## config.mk

```make
export PLATFORM = sky130hd
export DESIGN_NAME = arbitro1_rr
export DESIGN_NICKNAME = d
export VERILOG_FILES = /design/src/rtl/arbitro1_rr.sv
export SDC_FILE = /design/constraint.sdc
export NUM_CORES = 1
export LEC_CHECK = 0
export ABC_AREA = 1
export CAP_MARGIN = 20
export CORE_ASPECT_RATIO = 1.2
export CORE_MARGIN = 2
export CORE_UTILIZATION = 50
export CTS_CLUSTER_DIAMETER = 30
export DETAILED_ROUTE_END_ITERATION = 16
export DONT_BUFFER_PORTS = 1
export SLEW_MARGIN = 10
export SYNTH_ARGS = -nofsm -noshare
export SYNTH_HDL_FRONTEND = slang
export SYNTH_SLANG_ARGS = --single-unit
```

## constraint.sdc

```tcl
create_clock -name clk -period 5.87 [get_ports clk]
set_clock_uncertainty 0.05 [all_clocks]
set_input_delay 1.174 -clock clk [delete_from_list [all_inputs] [get_ports clk]]
set_output_delay 1.174 -clock clk [all_outputs]
set_load 0.03 [all_outputs]
```

## src/rtl/arbitro1_rr.sv

```systemverilog
// Round-robin arbiter with a per-port burst quantum. It drains four show-ahead
// input FIFOs into one middle FIFO through a registered one-cycle data path.
module arbitro1_rr #(
   parameter int unsigned DATA_W = 12,
   parameter int unsigned BURST  = 2
) (
   input  logic              clk,
   input  logic              reset,
   input  logic [DATA_W-1:0] data0,
   input  logic [DATA_W-1:0] data1,
   input  logic [DATA_W-1:0] data2,
   input  logic [DATA_W-1:0] data3,
   input  logic [3:0]        emptyFIFO,
   input  logic              almost_fullFIFO,
   output logic [3:0]        pop,
   output logic              push,
   output logic [DATA_W-1:0] muxout,
   output logic [1:0]        grant
);

   localparam int unsigned CNT_W = (BURST < 1) ? 1 : $clog2(BURST + 1);
   localparam int unsigned NPORT = 4;

   typedef enum logic [1:0] {
      IDLE  = 2'd0,
      SERVE = 2'd1,
      STALL = 2'd2
   } state_e;

   state_e              state_q, state_d;
   logic [1:0]          grant_q, grant_d;
   logic [CNT_W-1:0]    burst_cnt_q, burst_cnt_d;
   logic                push_q, push_d;
   logic [DATA_W-1:0]   muxout_q, muxout_d;

   logic [3:0]          eligible;
   logic [1:0]          sel;
   logic [1:0]          cand;
   logic                found;
   logic [DATA_W-1:0]   data_arr [NPORT];

   assign eligible    = ~emptyFIFO;
   assign data_arr[0] = data0;
   assign data_arr[1] = data1;
   assign data_arr[2] = data2;
   assign data_arr[3] = data3;

   // Next-state: pick the port to pop this cycle and update grant/quantum.
   always_comb begin
      state_d     = state_q;
      grant_d     = grant_q;
      burst_cnt_d = burst_cnt_q;
      pop         = 4'b0000;
      sel         = grant_q;
      cand        = grant_q;
      found       = 1'b0;

      if (!reset) begin
         pop = 4'b0000;
      end else if (almost_fullFIFO) begin
         state_d = STALL;
      end else if (eligible[grant_q] && (burst_cnt_q < CNT_W'(BURST))) begin
         sel         = grant_q;
         pop         = 4'b0001 << grant_q;
         burst_cnt_d = burst_cnt_q + CNT_W'(1);
         state_d     = SERVE;
      end else begin
         // Scan grant+1 .. grant+4 so the current holder comes last.
         for (int unsigned k = 1; k <= NPORT; k++) begin
            cand = grant_q + 2'(k);
            if (!found && eligible[cand]) begin
               found = 1'b1;
               sel   = cand;
            end
         end
         if (found) begin
            pop         = 4'b0001 << sel;
            grant_d     = sel;
            burst_cnt_d = CNT_W'(1);
            state_d     = SERVE;
         end else begin
            burst_cnt_d = '0;
            state_d     = IDLE;
         end
      end
   end

   // Data path: a popped head word is pushed on the following edge.
   always_comb begin
      push_d   = |pop;
      muxout_d = muxout_q;
      if (|pop) begin
         muxout_d = data_arr[sel];
      end
   end

   // State and output registers; reset discards any in-flight word.
   always_ff @(posedge clk) begin
      if (!reset) begin
         state_q     <= IDLE;
         grant_q     <= 2'd0;
         burst_cnt_q <= '0;
         push_q      <= 1'b0;
         muxout_q    <= '0;
      end else begin
         state_q     <= state_d;
         grant_q     <= grant_d;
         burst_cnt_q <= burst_cnt_d;
         push_q      <= push_d;
         muxout_q    <= muxout_d;
      end
   end

   assign push   = push_q;
   assign muxout = muxout_q;
   assign grant  = grant_q;

endmodule
```

# Yosys cells after proc, flatten, opt, wreduce, memory -nomap -nowiden
# Index checks and enable logic that the tools add are counted.
# word_totals
regBits,17
out_inout_bits,19
elab_cells,72
# op_classes
add_sub_neg,4
n_lt_le_gt_ge,6
shifts,2
mux,43
n_bitwise,4
reduce_logical,9
# ops
cell,count
12-bit binary-select mux with 2-bit select,1
12-bit 2-to-1 mux,2
2-bit 2-to-1 mux,11
1-bit 2-to-1 mux,21
4-bit 2-to-1 mux,4
"2-bit by 3-bit < comparator with 1-bit output, second input constant",4
1-bit binary-select mux with 2-bit select,4
"1-bit by 2-bit << shifter with 4-bit output, first input constant",2
"2-bit by 1-bit adder with 2-bit output, second input constant",2
"2-bit adder, second input constant",2
1-bit logical AND,4
4-bit NOT,1
4-bit OR reduction,1
"3-bit >= comparator, second input constant",1
1-bit logical NOT,3
2-bit NOT with 3-bit output,1
3-bit AND reduction,1
"2-bit < comparator, second input constant",1
1-bit NOT,2

# Longest topological paths before layout
# logic_depth
word_depth,32
ltp_mapped,21

# Worst setup path after synthesis
# No wires, ideal clock.
# synth_path
path_type,register to output
start,"register grant_q[0], in the netlist grant[0]"
end,output port pop[3]
arrival_time_ps,2237
required_ps,4646
path_slack_ps,2409
path_stages_with_launch,16
path_cell_list,dfxtp_1 -> buf_6 -> inv_4 -> buf_12 -> ha_1 -> inv_1 -> nand3_1 -> nand2_2 -> inv_1 -> nand3_1 -> nand2_2 -> nor2_1 -> nand2_1 -> nand2_1 -> nand2_1 -> inv_1
# synth_via
elab_chain_len,30
# synth_rtl
element,line_no,rtl
from (decl),31,"logic [1:0] grant_q, grant_d;"
from (signal assigned),107,grant_q <= grant_d;
2-bit by 1-bit adder with 2-bit output,70,cand = grant_q + 2'(k);
1-bit binary-select mux with 2-bit select,71,if (!found && eligible[cand]) begin
1-bit 2-to-1 mux (implied by the code),71,
1-bit 2-to-1 mux,71,
1-bit 2-to-1 mux,62,end else if (eligible[grant_q] && (burst_cnt_q < CNT_W'(BURST))) begin
1-bit 2-to-1 mux,60,end else if (almost_fullFIFO) begin
1-bit 2-to-1 mux,58,if (!reset) begin
1-bit logical NOT,71,
[14 not listed],-,
2-bit 2-to-1 mux,62,
2-bit 2-to-1 mux,60,
2-bit 2-to-1 mux,58,
1-bit by 2-bit << shifter with 4-bit output,77,pop = 4'b0001 << sel;
4-bit 2-to-1 mux,76,if (found) begin
4-bit 2-to-1 mux *,62,
4-bit 2-to-1 mux *,60,
4-bit 2-to-1 mux *,58,
to (decl),15,"output logic [3:0] pop,"
# Every way passes the cells marked *; elsewhere a longest branch is shown, timed or not. The select of a mux whose other input is x is not followed.

# Worst setup path in the final report
# Same ends and word-level chain as after synthesis.

==> results_dict.tcl <==
set metrics [dict create \
    chipHeight_um 67.5 \
    flow.area_growth_from_synthesis_pct 1.27 \
    cellLeakagePower_nw 0.995 \
    drc_violation_count_after_routing 0 \
    cts_made_buffers 3 \
    critical_path_startpoint_category "register" \
    via_density_per_instance 4.97 \
    setup.worst_path.class "reg -> out" \
    place_hpwl_um 3050 \
    fin_worst_hold_slack_ns 0.452 \
    grt_overflow 0 \
    cts_num_sinks 17 \
    chipWidth_um 56.9 \
    largest_cells_by_area_after_synthesis "nand2_1 (25%), dfxtp_1 (20%), nor2_1 (11%)" \
    grt_antenna_before_repair 0 \
    tns_ns 0 \
    synthTopCellsByCount "nand2_1 (110), nor2_1 (47), inv_1 (44)" \
    required_time_of_the_worst_setup_path_ns 4.65 \
    dp_cells 328 \
    hold_path.class "reg -> reg" \
    worstPathArrival_ns 2.84 \
    drt_iter0_markers 88 \
    routed.top_layer "met4" \
    maxCapViolations 0 \
    drt-wirelength-per-cell_um 11.6 \
    relSlewSlack_pct 46.4 \
    row_count 23 \
    grt_max_degree 34 \
    status "complete, no violations" \
    post_synthesis_cell_area_um2 1680 \
    cts-hold-fix-buffers 0 \
    finalNetCount 356 \
    peakVddDrop_mv 0.403 \
    netlist.top_cell.by_area "nand2_1" \
    fraction_of_final_layout_cells_with_drive_strength_greater_than_1_pct 8.78 \
    primary_ff_master_synth "dfxtp_1" \
    wl_met1_um 1600 \
    end_kind "primary output" \
    htree_num_levels 1 \
    timing.final.setup_violations 0 \
    cts.reportedPaths.clkPinSlew_ns 0.06 \
    sum_of_routed_wire_length_over_all_layers_um 3880 \
    drt_first_pass_iters 6 \
    detailroute.wirelength.met2_um 2030 \
    postCtsSetupBuffers 0 \
    synthesis.instances 301 \
    post-route-util_pct 51.8 \
    synth.top_cell.area_share_pct 24.6 \
    power_per_cell_area_nw_per_um2 569 \
    antenna_cell_count 0 \
    max_clock_freq_mhz 246 \
    pre_cts_ws_ns 2.05 \
    final.min_clock_period_ns 4.07 \
    postCtsResizedCells 0 \
    rsz0062_at_grt "no" \
    synth_cell_type_count 24 \
    port_buffers 0 \
    finalHoldViolCount 0 \
    floorplan.core_area_um2 3280 \
    met3RoutedLength_um 197 \
    syn-mean-instance-area_um2 5.57 \
    yosys_warning_total 0 \
    worst_pin_slew_ns 0.803 \
    floorplan.die_area_um2 3840 \
    timing.final.crit_share_pct 69.3 \
    route.vias.total 1654 \
    synth_sequential_area_ratio_pct 20.3 \
    first_pass_grt_wire_length_um 5980 \
    fin_area_um2 1700 \
    final.setup.worst_slack_ns 1.80 \
    fill_cell_total_of_the_finished_layout 386 \
    synthMostInstantiatedCell "nand2_1" \
    clock_path_buffers 2 \
    place_area_um2 1640 \
    report.power.total_mw 0.967 \
    groute.usage.overall_pct 20.0 \
    slew_viol_final 0 \
    cts_tree "yes" \
    worst_skew_late_latency_ns 0.25 \
    starting_utilization_of_the_core_area_pct 51.1 \
    post_synth_edffs 0 \
    globalplace.congestion 0.883 \
    synth.net_count 360 \
    clk_tree_root_cell "clkbuf_8" \
    critical_path.max_fanout 13 \
    async_flop_share_pct 0 \
    finalNonFillerCells 333 \
    grt_pass1_vias 1362 \
    floorplan.io_pins 74 \
    drtAntennaViolNets 0 \
    count_of_state_elements_after_synthesis 17 \
]
cells by family (layout without fill, tap and decap cells):
group	after synthesis	in the layout	share of synthesized area, %
adders and majority gates	4	4	2.98
buffers and inverters	56	51	15.7
and+or+nand+nor	193	193	49.9
AOI/OAI and AO/OA	31	31	11.2
DFF	17	17	20.3
state kept, by name (all words and copies together) (netlist names):
signal       flops
muxout          12
burst_cnt_q      2
grant            2
push             1
where the power goes:
group | internal [mW] | switching [mW]
Sequential | 0.168 | 0.140
Combinational | 0.187 | 0.384
Clock | 0.0482 | 0.0397
Total | 0.403 | 0.564
critical path, cell delays in order, from the launching register on:
cell and delay [ns]:
dfxtp_1 0.81, inv_4 0.20, ha_1 0.41, inv_1 0.09, nand3_1 0.10, a21boi_0 0.19
nand2_1 0.09, a21oi_1 0.19, nand2_1 0.07, nand2_1 0.07, nand2_1 0.10, inv_1 0.25
routing by layer:
metal | global-route usage, % | vias up
met5 | 0 | -
met4 | 6.98 | 0
met3 | 3.45 | 6
met2 | 37.9 | 47
met1 | 22.3 | 699
li1 | - | 902
final cells by class:
| class | count | area, µm² | share of cell area (%) |
|---|---|---|---|
| clock buffer | 4 | 45.0 | 2.65 |
| multi-input combinational | 228 | 1070 | 63.3 |
| sequential | 17 | 340 | 20.0 |
| tap | 37 | 46.3 | 2.72 |
| timing repair buffer | 1 | 15.0 | 0.884 |
| inverter | 46 | 178 | 10.5 |
cell usage in the layout (no fill, tap or decap), drive strengths merged:
cell,n
a21boi,1
a21oi,5
buf,1
clkbuf,4
dfxtp,17
ha,4
inv,46
nand2,125
nand3,17
nand4,1
nor2,50
o211ai,9
o21ai,16
final timing paths:
path / start / end / slack [ns] / depth (start not counted)
setup / recovery: grant[0] / pop[3] / 1.80 / 11
hold / removal: burst_cnt_q[1] / burst_cnt_q[1] / 0.45 / 2
setup reg to reg: grant[0] / muxout[9] / 2.49 / 16
hold reg to reg: burst_cnt_q[1] / burst_cnt_q[1] / 0.45 / 2
No activity file was read; power rests on OpenSTA's default activity.
